`src/rtl/ctrl_req_arbiter.sv`:
```
// ctrl_req_arbiter
//   Two-port request arbiter feeding a 4-entry FIFO that presents one command
//   at a time to a memory-controller FSM, with refresh taking the command path
//   between commands.
//
//   Ports
//     clock, reset_n            sole clock; synchronous active-low reset
//     req0_valid/rw/addr/ready  port-0 request handshake (rw: 1 = read)
//     req1_valid/rw/addr/ready  port-1 request handshake
//     ref_req                   refresh needed (level, held until ref_done)
//     ref_grant                 refresh owns the command path
//     ref_done                  one-cycle pulse, refresh sequence finished
//     cmd_valid/rw/addr/src     head-of-queue command offered to the FSM
//     cmd_ready                 FSM accepts the offered command
//     q_count                   queue occupancy, 0..4
//
//   QDEPTH is fixed at 4; the 2-bit pointers rely on that and wrap 3->0.
module ctrl_req_arbiter #(
  parameter int ADDR_W = 32,
  parameter int QDEPTH = 4
) (
  input  logic              clock,
  input  logic              reset_n,
  input  logic              req0_valid,
  input  logic              req0_rw,
  input  logic [ADDR_W-1:0] req0_addr,
  output logic              req0_ready,
  input  logic              req1_valid,
  input  logic              req1_rw,
  input  logic [ADDR_W-1:0] req1_addr,
  output logic              req1_ready,
  input  logic              ref_req,
  output logic              ref_grant,
  input  logic              ref_done,
  output logic              cmd_valid,
  output logic              cmd_rw,
  output logic [ADDR_W-1:0] cmd_addr,
  output logic              cmd_src,
  input  logic              cmd_ready,
  output logic [2:0]        q_count
);

  localparam logic [2:0] FULL_CNT = 3'(QDEPTH);

  typedef enum logic [1:0] {IDLE, ISSUE, REFRESH} state_t;

  typedef struct packed {
    logic              rw;
    logic [ADDR_W-1:0] addr;
    logic              src;
  } entry_t;

  state_t      state;
  entry_t      q_mem [QDEPTH];
  logic [1:0]  wr_ptr;
  logic [1:0]  rd_ptr;
  logic [2:0]  count;
  logic        last_win;   // port that won the most recent transfer

  logic        win0;
  logic        win1;
  logic        not_full;
  logic        enq;
  logic        deq;
  entry_t      enq_entry;

  // Arbitration: a lone valid port wins; on a tie the port that did not win
  // the last transfer goes first.
  assign win0     = req0_valid & (~req1_valid | last_win);
  assign win1     = req1_valid & (~req0_valid | ~last_win);

  // Readiness looks only at registered occupancy, so a full queue never
  // accepts even when the head is leaving in the same cycle.
  assign not_full   = (count < FULL_CNT);
  assign req0_ready = reset_n & not_full & win0;
  assign req1_ready = reset_n & not_full & win1;

  // At most one ready is high, so at most one request transfers per cycle.
  assign enq = (req0_valid & req0_ready) | (req1_valid & req1_ready);

  always_comb begin
    enq_entry      = '0;
    enq_entry.src  = req1_ready;
    enq_entry.rw   = req1_ready ? req1_rw   : req0_rw;
    enq_entry.addr = req1_ready ? req1_addr : req0_addr;
  end

  // Command path is decoded purely from the state register; the head entry is
  // read straight out of storage and cannot change until it is dequeued.
  assign cmd_valid = (state == ISSUE);
  assign ref_grant = (state == REFRESH);
  assign deq       = cmd_valid & cmd_ready;

  assign cmd_rw   = q_mem[rd_ptr].rw;
  assign cmd_addr = q_mem[rd_ptr].addr;
  assign cmd_src  = q_mem[rd_ptr].src;
  assign q_count  = count;

  // Queue storage carries no reset; occupancy and pointers define validity.
  always_ff @(posedge clock) begin
    if (enq) begin
      q_mem[wr_ptr] <= enq_entry;
    end
  end

  always_ff @(posedge clock) begin
    if (!reset_n) begin
      state    <= IDLE;
      count    <= 3'd0;
      wr_ptr   <= 2'd0;
      rd_ptr   <= 2'd0;
      last_win <= 1'b1;
    end else begin
      if (enq) begin
        wr_ptr   <= wr_ptr + 2'd1;
        last_win <= enq_entry.src;
      end
      if (deq) begin
        rd_ptr <= rd_ptr + 2'd1;
      end

      case ({enq, deq})
        2'b10:   count <= count + 3'd1;
        2'b01:   count <= count - 3'd1;
        default: count <= count;
      endcase

      case (state)
        IDLE: begin
          if (ref_req) begin
            state <= REFRESH;
          end else if (count != 3'd0) begin
            state <= ISSUE;
          end
        end
        ISSUE: begin
          // A pending refresh waits for the offered command's handshake.
          if (deq) begin
            if (ref_req) begin
              state <= REFRESH;
            end else if (count == 3'd1) begin
              state <= IDLE;
            end
          end
        end
        REFRESH: begin
          if (ref_done) begin
            state <= IDLE;
          end
        end
        default: state <= IDLE;
      endcase
    end
  end

endmodule

```
`config.mk`:
```
export PLATFORM = sky130hd
export DESIGN_NAME = ctrl_req_arbiter
export DESIGN_NICKNAME = d
export VERILOG_FILES = /design/src/rtl/ctrl_req_arbiter.sv
export SDC_FILE = /design/constraint.sdc
export NUM_CORES = 1
export LEC_CHECK = 0
export BUFFER_PORTS_ARGS = -buffer_cell sky130_fd_sc_hd__buf_2
export CORE_ASPECT_RATIO = 2
export CORE_MARGIN = 2
export CORE_UTILIZATION = 62
export CTS_BUF_LIST = sky130_fd_sc_hd__clkbuf_4
export CTS_CLUSTER_DIAMETER = 50
export DETAILED_ROUTE_END_ITERATION = 16
export PLACE_DENSITY_LB_ADDON = 0.08
export SYNTH_ARGS = -nofsm -noshare
export SYNTH_HDL_FRONTEND = slang
export SYNTH_SLANG_ARGS = --single-unit
```
`constraint.sdc`:
```
create_clock -name clock -period 4.34 [get_ports clock]
set_input_delay 0.434 -clock clock [delete_from_list [all_inputs] [get_ports clock]]
set_output_delay 0.434 -clock clock [all_outputs]
set_load 0.01 [all_outputs]
```
==> reports/results.tsv <==
metric	value	unit
synth_area_leaders	edfxtp_1 67%, mux4_2 12%, mux2_4 7.1%, dfxtp_1 3.9%, ha_1 1.8%	
clk-insertion-delay-late	520	ps
core_area	9700	µm²
timing.fmax	339	MHz
drc	0	
portBuffers	113	
postCtsResizedCells	0	
peakVddDrop	0.297	mV
viasPerCell	5.53	
htreeDepth	4	
die_x	74.3	µm
root_buffer	clkbuf_4	
grt_start_max_net_pins	39	
ctsHoldBuffers	0	
clkPwrFrac	28.3	%
yosysWarnings	0	
grt_pass1_wl	15600	µm
design_area	7000	µm²
crit_arrival	2510	ps
clk_pin_slew	100	ps
initial_core_util	63.2	%
fin_crit	2950	ps
worstPathMaxFanout	21	
postCtsSetupRepairBufs	0	
synth_area	6130	µm²
worstMarginPinSlew	913	ps
ff2ff_path_depth	3	
cts_made_buffers	17	
ff2ff_setup_slack	2170	ps
cp-endpoint	cmd_addr[23]	
io_pins	114	
ys_types	33	
swShare	22.0	%
drt-total-wl	10400	µm
min_path_type	in -> reg	
p_leak	2.55	nW
dieArea	10700	µm²
cts_tree	built	
yosysMostFrequentCell	edfxtp_1	
ys_top_cells_by_count	136 x edfxtp_1, 34 x mux4_2, 29 x mux2_4	
synth_nets	374	
drtPass1Iterations	4	
rows	51	
grt_pass1_vias	3107	
wl_per_cell	18.8	µm
ys_seq_area_share	70.6	%
layout-drive-gt1-share	51.1	%
skew	10.6	ps
area_growth	14.3	%
reg2reg_from	q_count[2]	
place_area	6760	µm²
reg2reg_to	q_mem[2][5]	
total_power	2.72	mW
p_seq_share	60.8	%
netSwitchingPower	598	µW
cp_data_required_time	3910	ps
maxSlewHeadroom	39.1	%
syn_area_per_cell	21.0	µm²
grt.overflow.total	0	
whs	143	ps
critPathLaunchType	flip-flop	
cp-end-kind	output pin	
async_reset_ff_share	0	%
vias	3073	
ys_seq_elements	148	
n_fill_cell	649	
die_y	145	µm
dp_hpwl	6580	µm
clockBufferDepth	2	
intPower	2.12	mW
hold_violations	0	
cellPowerDensity	388	nW/µm²
status	complete, no violations	
setup_viol	0	
clock-sinks	148	
rsz0062_at_grt	false	
synthCells	292	
drt_iter0_markers	101	
maxCapViolCount	0	
final_nets	495	
grt_usage	20.5	%
tns	0	ps
finalMaxSlewViolations	0	
min_period_over_period	67.9	%
critical_path_class	reg -> out	
synth_edf_count	136	
synth_top_area_cell	edfxtp_1	
combPwrFrac	10.9	%
final_util	72.2	%
antenna_left	0	
ys.flop_type	edfxtp_1	
antenna_found_initial	1	
synth_top_area_share	66.7	%
gp_congestion	0.758	
layout by cell type (no fill, tap or decap), drive strengths merged, types with 2 or more instances in the layout:
master / synthesis / layout
clkbuf: 1 / 20
dfxtp: 12 / 12
clkinv: 1 / 8
inv: 8 / 8
edfxtp: 136 / 136
a21oi: 7 / 7
o21ai: 3 / 3
nand2: 3 / 3
ha: 9 / 9
nor2: 9 / 9
buf: 11 / 114
bufinv: 0 / 2
mux2: 33 / 33
nand2b: 2 / 2
xor2: 4 / 4
and2: 4 / 4
nand3b: 3 / 3
mux4: 34 / 34
nor2b: 3 / 3
cell type report:
cell class                 count  area, µm²  share of cell area [%]
sequential                   148       4330                    61.8
multi-input combinational    123       1660                    23.7
timing repair buffer         114        573                    8.19
tap                          132        165                    2.36
clock buffer                  20        150                    2.14
clock inverter                 9       90.1                    1.29
inverter                       9       33.8                   0.483
antenna                        1       2.50                  0.0357
metrics by stage:
step,setup WS [ps],std cells
floorplan,2140,292
CTS,1220,555
detailed placement,1840,526
global placement,1840,526
global route,1140,556
finish,1390,556
power groups by stage:
stage | clock, mW | sequential, mW | combinational (mW)
6_report | 0.768 | 1.65 | 0.296
4_1_cts | 0.787 | 1.66 | 0.302
3_5_place_dp | 0 | 1.69 | 0.301
3_3_place_gp | 0 | 1.68 | 0.292
2_1_floorplan | 0 | 1.67 | 0.204
5_1_grt | 0.844 | 1.66 | 0.323
flip-flops by register name, summed over array words and instances, names as in the netlist, named ones only:
signal    count
last_win      1
q_count       3
q_mem       136
rd_ptr        2
state         2
wr_ptr        2
layer usage:
layer  global-route usage [%]  up-vias  wire length [µm]
li1                         -     1415                 -
met1                     23.6     1543              3850
met2                     35.8      107              5950
met3                     6.34        8               519
met4                     6.77        0               125
met5                        0        -                 0
critical path, cell delays in order (launching register included):
cell     delay, ps
dfxtp_2        830
buf_4          430
mux4_2         570
buf_2          160
worst min-delay path by stage:
stage / startpoint / to / cells after the start
6_report: reset_n / last_win / 2
3_3_place_gp: rd_ptr[1] / flip-flop / 2
4_1_cts: reset_n / last_win / 2
2_1_floorplan: rd_ptr[1] / flip-flop / 2
5_1_grt: reset_n / last_win / 2
3_5_place_dp: wr_ptr[1] / wr_ptr[1] / 2
cell families (layout without fill, tap and decap cells):
group / after synthesis / in the layout / share of synthesized area, %
DFF: 148 / 148 / 70.6
muxes: 68 / 68 / 20.5
and+or+nand+nor: 28 / 28 / 2.72
buffers and inverters: 21 / 152 / 2.43
AOI/OAI and AO/OA: 14 / 14 / 1.37
adders and majority gates: 9 / 9 / 1.84
xor gates and xnor gates: 4 / 4 / 0.572
other: 0 / 1 / 0
Power figures use the tool's default switching activity.
